**config.mk**
```make
export PLATFORM = sky130hd
export DESIGN_NAME = alu_core
export DESIGN_NICKNAME = d
export VERILOG_FILES = /design/src/rtl/alu_pkg.sv /design/src/rtl/alu_mul.sv /design/src/rtl/alu_core.sv
export SDC_FILE = /design/constraint.sdc
export NUM_CORES = 1
export LEC_CHECK = 0
export CORE_MARGIN = 8
export CORE_UTILIZATION = 30
export DETAILED_ROUTE_END_ITERATION = 6
export PLACE_DENSITY = 0.57
export SKIP_LAST_GASP = 1
export SYNTH_ARGS = -nofsm -noshare
export SYNTH_HDL_FRONTEND = slang
export SYNTH_SLANG_ARGS = --single-unit
```
**constraint.sdc**
```tcl
create_clock -name clk -period 2.2 [get_ports clk]
set_input_delay 0.66 -clock clk [delete_from_list [all_inputs] [get_ports clk]]
set_output_delay 0.66 -clock clk [all_outputs]
set_load 0.05 [all_outputs]
```
**src/rtl/alu_pkg.sv**
```systemverilog
// Shared types and default sizing for the ALU core and its multiplier.
package alu_pkg;

  localparam int ALU_WIDTH   = 8;
  localparam int ALU_MUL_LAT = 3;

  typedef enum logic [2:0] {
    OP_NOP  = 3'd0,
    OP_ADD  = 3'd1,
    OP_AND  = 3'd2,
    OP_XOR  = 3'd3,
    OP_MUL  = 3'd4,
    OP_RSV5 = 3'd5,
    OP_RSV6 = 3'd6,
    OP_RST  = 3'd7
  } opcode_t;

  typedef enum logic [1:0] {
    IDLE = 2'd0,
    BUSY = 2'd1,
    DONE = 2'd2
  } state_t;

endpackage

```
**src/rtl/alu_mul.sv**
```systemverilog
// Pipelined unsigned multiplier. Its LAT-1 registers plus the caller's result
// register make up the LAT-cycle multiply path.
module alu_mul
  import alu_pkg::*;
#(
  parameter int WIDTH = ALU_WIDTH,
  parameter int LAT   = ALU_MUL_LAT
) (
  input  logic               i_clk,
  input  logic               i_rst,
  input  logic               i_valid,
  input  logic [WIDTH-1:0]   i_a,
  input  logic [WIDTH-1:0]   i_b,
  output logic               o_valid,
  output logic [2*WIDTH-1:0] o_product
);

  localparam int STAGES = LAT - 1;

  logic [2*WIDTH-1:0] r_prod [STAGES];
  logic [STAGES-1:0]  r_vld;
  logic [2*WIDTH-1:0] w_a;
  logic [2*WIDTH-1:0] w_b;

  assign w_a = {{WIDTH{1'b0}}, i_a};
  assign w_b = {{WIDTH{1'b0}}, i_b};

  // Operands are only captured on a launch, so later input changes cannot leak in.
  always_ff @(posedge i_clk or posedge i_rst) begin
    if (i_rst) begin
      r_vld <= '0;
      for (int i = 0; i < STAGES; i++) r_prod[i] <= '0;
    end else begin
      r_vld[0] <= i_valid;
      if (i_valid) r_prod[0] <= w_a * w_b;
      for (int i = 1; i < STAGES; i++) begin
        r_vld[i]  <= r_vld[i-1];
        r_prod[i] <= r_prod[i-1];
      end
    end
  end

  assign o_valid   = r_vld[STAGES-1];
  assign o_product = r_prod[STAGES-1];

endmodule

```
**src/rtl/alu_core.sv**
```systemverilog
// Small ALU: single-cycle logic/add ops, pipelined multiply, one-cycle done pulse.
// The port named rst_n is an active-high asynchronous reset.
module alu_core
  import alu_pkg::*;
#(
  parameter int WIDTH   = ALU_WIDTH,
  parameter int MUL_LAT = ALU_MUL_LAT
) (
  input  logic               clk,
  input  logic               rst_n,
  input  logic [WIDTH-1:0]   A,
  input  logic [WIDTH-1:0]   B,
  input  logic               start,
  input  logic [2:0]         opcode,
  output logic [2*WIDTH-1:0] result,
  output logic               done
);

  state_t             r_state;
  opcode_t            w_op;
  logic               w_launch;
  logic               w_mulLaunch;
  logic               w_mulValid;
  logic [2*WIDTH-1:0] w_product;
  logic [2*WIDTH-1:0] w_a;
  logic [2*WIDTH-1:0] w_b;
  logic [2*WIDTH-1:0] w_logicResult;

  assign w_op        = opcode_t'(opcode);
  assign w_launch    = (r_state == IDLE) && start;
  assign w_mulLaunch = w_launch && (w_op == OP_MUL);
  assign w_a         = {{WIDTH{1'b0}}, A};
  assign w_b         = {{WIDTH{1'b0}}, B};

  alu_mul #(
    .WIDTH (WIDTH),
    .LAT   (MUL_LAT)
  ) u_mul (
    .i_clk     (clk),
    .i_rst     (rst_n),
    .i_valid   (w_mulLaunch),
    .i_a       (A),
    .i_b       (B),
    .o_valid   (w_mulValid),
    .o_product (w_product)
  );

  always_comb begin
    w_logicResult = '0;
    case (w_op)
      OP_ADD:  w_logicResult = w_a + w_b;
      OP_AND:  w_logicResult = w_a & w_b;
      OP_XOR:  w_logicResult = w_a ^ w_b;
      default: w_logicResult = '0;
    endcase
  end

  // done defaults low so it can only be high for the single DONE cycle.
  always_ff @(posedge clk or posedge rst_n) begin
    if (rst_n) begin
      r_state <= IDLE;
      result  <= '0;
      done    <= 1'b0;
    end else begin
      done <= 1'b0;
      case (r_state)
        IDLE: begin
          if (w_mulLaunch) begin
            r_state <= BUSY;
          end else if (w_launch) begin
            r_state <= DONE;
            result  <= w_logicResult;
            done    <= 1'b1;
          end
        end
        BUSY: begin
          if (w_mulValid) begin
            r_state <= DONE;
            result  <= w_product;
            done    <= 1'b1;
          end
        end
        DONE:    r_state <= IDLE;
        default: r_state <= IDLE;
      endcase
    end
  end

endmodule

```
# Word level (Yosys, flattened, before mapping)
# Cells that the tools add are included.
# Widths: inputs -> output; s select.
dict set report word_totals {
  regBits 53
  latch_bits 0
  mem_bits_rw 0
  rom_bits 0
  inputBits 22
  out_inout_bits 17
  word_cells 38
  memories 0
}
dict set report op_classes {
  add_sub_neg 1
  n_mul 1
  n_div 0
  magnitude_cmp 0
  eq_ne 9
  n_shift 0
  n_mux 13
  n_bitwise 2
  n_reduce_logical 6
}
# cell n
set op_table {}
lappend op_table {{$mux 16} 3}
lappend op_table {{$pmux 16 s2} 1}
lappend op_table {{$pmux 9 s3} 1}
lappend op_table {{$mul 8x8->16} 1}
lappend op_table {{$add 8x8->9} 1}
lappend op_table {{$and 8x8->8} 1}
lappend op_table {{$xor 8x8->8} 1}
lappend op_table {{$eq 3x2->1 const B} 2}
lappend op_table {{$mux 2} 3}
lappend op_table {{$ne 2x2->1 const B} 2}
lappend op_table {{$pmux 2 s2} 1}
lappend op_table {{$reduce_and 4->1} 1}
lappend op_table {{$eq 3x1->1 const B} 1}
lappend op_table {{$eq 3x3->1 const B} 1}
lappend op_table {{$mux 1} 3}
lappend op_table {{$ne 3x2->1 const B} 1}
lappend op_table {{$eq 2x1->1 const B} 1}
lappend op_table {{$logic_and 1x1->1} 2}
lappend op_table {{$logic_not 2->1} 1}
lappend op_table {{$ne 2x1->1 const B} 1}
lappend op_table {{$pmux 1 s2} 1}
lappend op_table {{$reduce_and 2->1} 1}
lappend op_table {{$reduce_bool 2->1} 1}

# Logic depth before layout (Yosys ltp)
# Gate-level depths: netlist of run 1.
dict set report depth {
  ltp_word 5
  ltp_mapped 16
  ltp_nobuf 16
}

# Hierarchy
# A second synthesis of run 1 with hierarchy kept.
dict set report hier_totals {
  hier_cells 468
  area_unflattened_um2 4611.9
}
# mod instances cells_each area_each_um2
set by_module_without_submodules {}
lappend by_module_without_submodules {alu_mul 1 313 3245.6}
lappend by_module_without_submodules {alu_core 1 155 1366.3}

# Least setup slack after synthesis of run 1
# OpenSTA, ideal clock, no wires.
dict set report synth_timing {
  path_type {in2reg}
  from {input A[0]}
  to {register u_mul.r_prod[28] (netlist name)}
  setup_ns 0.136
  arrival_ns 4.332
  t_required_ns 2.064
  path_slack_ns -2.268
  stages 15
  n_path_buf 0
  path_cell_list {nand2_1 > fa_1 > fa_1 > inv_1 > fa_1 > inv_1 > fa_1 > inv_1 > ha_1 > and3_2 > a221oi_2 > a21oi_1 > a31oi_1 > xor2_1 > o21ai_0}
}
dict set report synth_between {
  elab_chain_len 1
}
# element line_no
set synth_rtl {}
lappend synth_rtl {{from (decl)} alu_core.sv:11} ;# input logic [WIDTH-1:0] A,
lappend synth_rtl {{$mul 8x8->16} alu_mul.sv:35} ;# if (i_valid) r_prod[0] <= w_a * w_b;
lappend synth_rtl {{to (signal, indexed assignment)} alu_mul.sv:38} ;# r_prod[i] <= r_prod[i-1];
lappend synth_rtl {{to (decl)} alu_mul.sv:20} ;# logic [2*WIDTH-1:0] r_prod [STAGES];
# No other way between the ends.
# A chain may end at the register's enable or synchronous reset.

# Worst setup path after layout of run 1
dict set report layout_timing {
  from {input A[2]}
  to {register u_mul.r_prod[29] (netlist name)}
}
# The elaborated chain is that of the path after synthesis.

==> metrics.md, run 1 <==
| Metric | Value |
|---|---|
| Status | `finished with violations` |
| Failing checks | `negative setup slack` |
| Place WS | `-2680 ps` |
| Routed vias | `3711` |
| Synth Area in Adders | `0.290` |
| CTS Buf Count | `5` |
| FMAX | `239 MHz` |
| Cell Area, Synth | `approximately 4500 um^2` |
| Max-cap violations | `0` |
| WP data required | `2400 ps` |
| DP Cell Count | `772` |
| Sequential fraction of the synthesis area | `0.298` |
| CORE AREA | `14500 um^2` |
| CP endpoint kind | `flop` |
| Yosys Warn Count | `0` |
| Final wirelength | `11400 um` |
| Die area | `19000 um^2` |
| Post-synth EDFFs | `0` |
| Global route overflow | `0` |
| Largest family of logic cells by synthesized area | `adder cells` |
| Cell area after layout | `6460 um^2` |
| Final period util | `1.90` |
| DRC | `0` |
| Vias in the first global route | `4062` |
| Top FF cell, synth | `dfrtp_1` |
| Mean area per synthesized cell | `9.46 um^2` |
| CTS tree | `done` |
| Worst-Skew Late Latency | `about 280 ps` |
| Final cell count without fillers | `~790` |
| CTS root buf | `clkbuf_16` |
| Seq cells post-synth | `53` |
| First-pass GRT wire length | `19700 um` |
| Pwr Total | `5.54 mW` |
| Post-synthesis compound-gate area fraction | `0.127` |
| Cells after Synth | `471` |
| Boundary Pins | `39` |
| Row count | `44` |
| RSZ-0062 raised after global routing | `yes` |
| P_leak | `3.09 nW` |
| GR peak layer | `met2` |
| Worst-path clk slew | `70 ps` |
| Worst rel slew slack | `0.666` |
| CP most frequent cell | `buf_6` |
| Final-report max-slew violation count | `0` |
| CP startpoint kind | `input pin` |
| Die height | `138 um` |
| Mapped Nets | `574` |
| Clock skew | `3.60 ps` |
| Worst-Margin Slew | `between 400 and 500 ps` |
| Min Hold Slack | `355 ps` |
| Area share of the largest cell type after synthesis | `0.298` |
| Crit-path cells | `buf_12, buf_6, buf_6, ha_4, fa_2, fa_1, ha_1, inv_2, fa_1, inv_2, ha_4, and2b_1, o31a_4, o21ai_4, nor2b_4, buf_6, o2111ai_2, a31oi_1` |
| HPWL Detailed | `9380 um` |
| Crit Path Class | `in2reg` |
| Pre-antenna DRT Iters | `4` |
| HP Class | `reg2reg` |
| WL/cell | `14.4 um` |
| Final net count | `710` |
| Initial Util | `0.307` |
| Slowest cell delay on critical path | `510 ps` |
| Final worst slack | `-1980 ps` |
| IO Port Bufs | `38` |
| Antenna cells | `0` |
| Final ANT Viol Nets | `0` |
| Pwr Density | `857 nW/um^2` |
| Simple-gate share of the synthesized area | `0.194` |
| Synth area leader | `dfrtp_1` |
| Largest net degree at the start of global routing | `54` |
| Via density | `4.69` |
| CP max-delay cell | `fa_1` |
| Unique cell type count in the Yosys netlist | `52` |
| Fin Setup TNS | `-21760 ps` |
| Clock Path Buffers | `2` |
| H-tree levels | `2` |
| Final Setup Violations | `20` |
| Met3 usage | `0.0130` |
| Xor and xnor area share after synthesis | `0.0177` |
| Total global-route track usage | `0.128` |
| RePlAce Congestion | `0.813` |
| Final Hold Vio Count | `0` |
| Final core occ | `0.445` |
| DRT iter0 DRCs | `139` |
| Count leader, synth | `nand2_1` |
| Critical path arrival | `4380 ps` |
| Proportion of synthesized area in mux cells | `0.0163` |
| Synth area leaders | `dfrtp_1, fa_1, ha_1` |
| Met2 Usage GRT | `0.228` |
| Fraction of registers with async set/reset | `1.00` |
| M1 GR Usage | `0.164` |
| Initial antenna violation count | `0` |
| Post-layout min period | `4180 ps` |
| Maximum vdd drop | `0.000404 V` |
| Die width | `~140 um` |
| Crit path max fanout | `4` |
| CTS sink cnt | `53` |
| Placed inst area | `about 6000 um^2` |
| Share of layout cells above drive strength 1 | `0.363` |
| List of most frequent post-synthesis cells | `nand2_1, inv_1, dfrtp_1` |
| Area Overhead vs Synth | `45.0%` |
==> registers in the layout, summed over array words and instances, names as in the netlist <==
| register | flops |
|---|---|
| done | 1 |
| r_state | 2 |
| u_mul.o_product | 16 |
| result | 16 |
| u_mul.r_prod | 16 |
| u_mul.r_vld | 2 |
==> placed cells by master (no fill, tap or decap), types with 15 or more instances in the layout <==
cell	synthesis	final
buf_4	0	92
nand2_1	59	53
dfrtp_1	53	53
inv_1	54	41
and2_1	46	38
fa_1	37	32
ha_1	44	27
buf_6	0	22
nor2_1	21	18
ha_4	0	17
a21oi_1	21	15
==> kinds of logic (layout without fill, tap and decap cells) <==
family	Yosys count	in the layout
xor+xnor	9	9
fa+ha+maj	81	81
simple gates	169	169
flops	53	53
compound gates	85	85
buf+inv	67	204
mux	7	7
==> layout make-up <==
type                       instances  area (um^2)
timing repair buffer             140         1190
multi-input combinational        351         3360
clock inverter                     2         15.0
fill                            1399         8070
inverter                          55          210
sequential                        53         1330
tap                              184          230
timing repair inverter             1         5.00
clock buffer                       6          129
==> critical path: cells and delay by family <==
family,cells,cell delay (ps)
adders and majority gates,6,2050
AOI/OAI and AO/OA,4,800
buffers and inverters,6,530
and+or+nand+nor,2,340
==> path summary, 6_finish.rpt <==
check,from,endpoint,slack (ps),cells past startpoint
setup / recovery,A[2],u_mul.r_prod[29],-1980,18
hold / removal,u_mul.r_vld[0],u_mul.r_vld[1],350,0
setup reg to reg,r_state[0],result[10],600,7
hold reg to reg,u_mul.r_vld[0],u_mul.r_vld[1],350,0
max in group asynchronous,rst_n,u_mul.r_prod[21],1220,3
min in group asynchronous,rst_n,result[2],740,3
==> repair_timing <==
item / CTS / global route
setup buffers: 11 / 3
endpoints found under the setup margin: 30 / 25
pin swaps: 60 / 51
gates resized for setup: 98 / 48
hold buffers: 0 / 0
cloned: 0 / 1
==> per-layer routing <==
layer / vias up / wire length (um)
met4: 0 / 195
li1: 1846 / -
met2: 40 / 5740
met1: 1813 / 5210
met3: 12 / 241
met5: - / 0
==> power breakdown <==
| group | internal, mW | switching (mW) | leakage, nW | total, mW |
|---|---|---|---|---|
| Clock | 0.422 | 0.332 | 0.0631 | 0.754 |
| Combinational | 1.62 | 1.71 | 2.35 | 3.33 |
| Sequential | 1.29 | 0.159 | 0.683 | 1.45 |
| Total | 3.34 | 2.20 | 3.09 | 5.54 |
Note: power is estimated with default switching activity, not from simulation.
==> run 2, diff against run 1 <==
Settings changed: SLEW_MARGIN set to 10.
==> results of run 2 <==
Final layout, timing and power as in run 1 (identical DEF).
==> run 3, diff against run 2 <==
Settings changed: CELL_PAD_IN_SITES_DETAIL_PLACEMENT set to 1, CELL_PAD_IN_SITES_GLOBAL_PLACEMENT set to 1, CORE_MARGIN 8 to 3, PLACE_DENSITY 0.57 to 0.58.
==> run 3 against run 2 <==
The flow still finishes with violations (negative setup slack); setup slack improved by 60 ps; global-route usage grew 3.5 points; count of clock-buffer cells in the layout is 1 higher; via count up 2.4%; critical path depth is 1 lower; fmax increased by 1.4%; critical path type unchanged.
==> metrics.md, run 3 (synthesis results as in run 1) <==
| Metric | Value |
|---|---|
| Status | `finished with violations` |
| Failing checks | `negative setup slack` |
| HP Class | `reg2reg` |
| DRC | `0` |
| Critical path arrival | `4290 ps` |
| Crit Path Class | `in2reg` |
| Share of layout cells above drive strength 1 | `0.360` |
| Die height | `128 um` |
| CTS Buf Count | `5` |
| Final-report max-slew violation count | `0` |
| NetSw | `~2.2 mW` |
| RSZ-0062 raised after global routing | `yes` |
| Cell-internal power | `3.39 mW` |
| HPWL Detailed | `10400 um` |
| Pwr Total | `between 5 and 6 mW` |
| Worst-Skew Late Latency | `~280 ps` |
| P_leak | `3.11 nW` |
| Net Sw Frac | `0.395` |
| CTS root buf | `clkbuf_16` |
| CP endpoint kind | `flop` |
| Pre-antenna DRT Iters | `4` |
| Worst-path clk slew | `70 ps` |
| Clock skew | `about 5.2 ps` |
| Final wirelength | `approximately 13000 um` |
| Post-layout min period | `4120 ps` |
| Combinational power share | `0.606` |
| Total global-route track usage | `0.163` |
| Hold path cells | `0` |
| Final Hold Vio Count | `0` |
| Via density | `4.81` |
| WL/cell | `16.3 um` |
| Final ANT Viol Nets | `0` |
| Initial Util | `0.314` |
| Initial antenna violation count | `0` |
| Filler cell count | `1593` |
| Hold_buf cts | `0` |
| Met3 usage | `0.0171` |
| Clock Path Buffers | `2` |
| Place WS | `-2710 ps` |
| Worst reg2reg path depth | `6` |
| Final period util | `1.87` |
| Maximum vdd drop | `0.000414 V` |
| Min Hold Slack | `345 ps` |
| Routed vias | `3799` |
| Worst-Margin Slew | `500 ps` |
| Die area | `about 16000 um^2` |
| Max-cap violations | `0` |
| Vias in the first global route | `4341` |
| RePlAce Congestion | `about 0.8` |
| Area Overhead vs Synth | `45.0%` |
| Antenna cells | `0` |
| IO Port Bufs | `38` |
| GR peak layer | `met2` |
| M1 GR Usage | `0.209` |
| Die width | `128 um` |
| Seq pwr share | `0.261` |
| Worst rel slew slack | `0.666` |
| Final worst slack | `-1920 ps` |
| CP startpoint kind | `input pin` |
| Boundary Pins | `39` |
| CORE AREA | `14200 um^2` |
| Crit path max fanout | `4` |
| Clock Power Share | `0.133` |
| FMAX | `approximately 240 MHz` |
| Global route overflow | `0` |
| DRT iter0 DRCs | `84` |
| First-pass GRT wire length | `roughly 21000 um` |
| CTS sink cnt | `53` |
| Final net count | `711` |
| WP data required | `2370 ps` |
| Met2 Usage GRT | `0.295` |
| H-tree levels | `2` |
| CTS tree | `done` |
| Largest net degree at the start of global routing | `18` |
| Commonest non-fill, non-tap cell in the layout | `buf_4` |
| Row count | `between 40 and 50` |
| Pwr Density | `between 800 and 900 nW/um^2` |
| Most frequent cells in the layout | `buf_4, nand2_1, dfrtp_1, inv_1, and2_1` |
| Fin Setup TNS | `-20570 ps` |
| Final Setup Violations | `18` |
## run 3: changes by cell type in the layout (fill, tap and decap cells not counted), moves of 2 or more
| cell | change |
|---|---|
| clkdlybuf4s50_1 | +5 |
| and2_4 | +2 |
| clkbuf_2 | -2 |
| buf_4 | +2 |
| fa_2 | +2 |
| buf_8 | +4 |
| clkbuf_4 | -3 |
| dlygate4sd2_1 | -2 |
| and2_1 | -2 |
| clkinvlp_4 | -2 |
| fa_1 | -2 |
## run 3: final cells by class
| class | instances | area (um^2) | share of cell area |
|---|---|---|---|
| clock buffers | 7 | 133 | 0.0205 |
| clock inverters | 1 | 7.51 | 0.00116 |
| inverters | 55 | 206 | 0.0319 |
| multi-input cells | 351 | 3330 | 0.515 |
| flip-flops and latches | 53 | 1330 | 0.205 |
| well taps | 180 | 225 | 0.0348 |
| repair buffers | 142 | 1240 | 0.192 |
## run 3: repair_timing
| item | 4_1_cts | 5_1_grt |
|---|---|---|
| endpoints found under the setup margin | 23 | 28 |
| pin swaps | 47 | 35 |
| buffers inserted | 9 | 4 |
| resized for setup | 119 | 43 |
## run 3: power groups by stage
stage                     Combinational [mW]  Clock (mW)  Sequential (mW)
after floorplan                         1.70           0             1.63
after global placement                  3.03           0             1.46
after detailed placement                3.09           0             1.47
after CTS                               3.29       0.771             1.46
after global routing                    3.78       0.810             1.49
final                                   3.39       0.744             1.46
## run 3: final timing paths
| kind | to | start | slack (ps) |
|---|---|---|---|
| max | u_mul.r_prod[31] | B[3] | -1920 |
| min | u_mul.r_vld[1] | u_mul.r_vld[0] | 350 |
| max reg2reg | result[8] | r_state[0] | 540 |
| min reg2reg | u_mul.r_vld[1] | u_mul.r_vld[0] | 350 |
| max in group asynchronous | result[0] | rst_n | 1090 |
| min in group asynchronous | result[4] | rst_n | 620 |
## run 3: worst max-delay path: stages
cell and delay [ps]:
buf_8 110, buf_4 130, and2_4 130, fa_1 490, fa_1 530, fa_1 540, inv_1 50, fa_1 430
inv_1 60, ha_1 260, a21oi_2 170, buf_4 150, a21oi_1 60, nor2_1 160, o31ai_2 120, mux2i_1 160
nand2_1 60
## run 3: per-stage QoR
step           std cells  utilization  instance area, um^2
5_1_grt              789        0.455                 6460
4_1_cts              786        0.444                 6300
3_5_place_dp         769        0.417                 5920
6_report             789        0.455                 6460
3_3_place_gp         769        0.417                 5920
2_1_floorplan        471            -                 4680
## run 3: per-layer routing
metal  up-vias  part of all wire
met4         0             0.015
met1      1909              0.45
met5         -                 0
li1       1836                 -
met2        39              0.52
met3        15             0.017
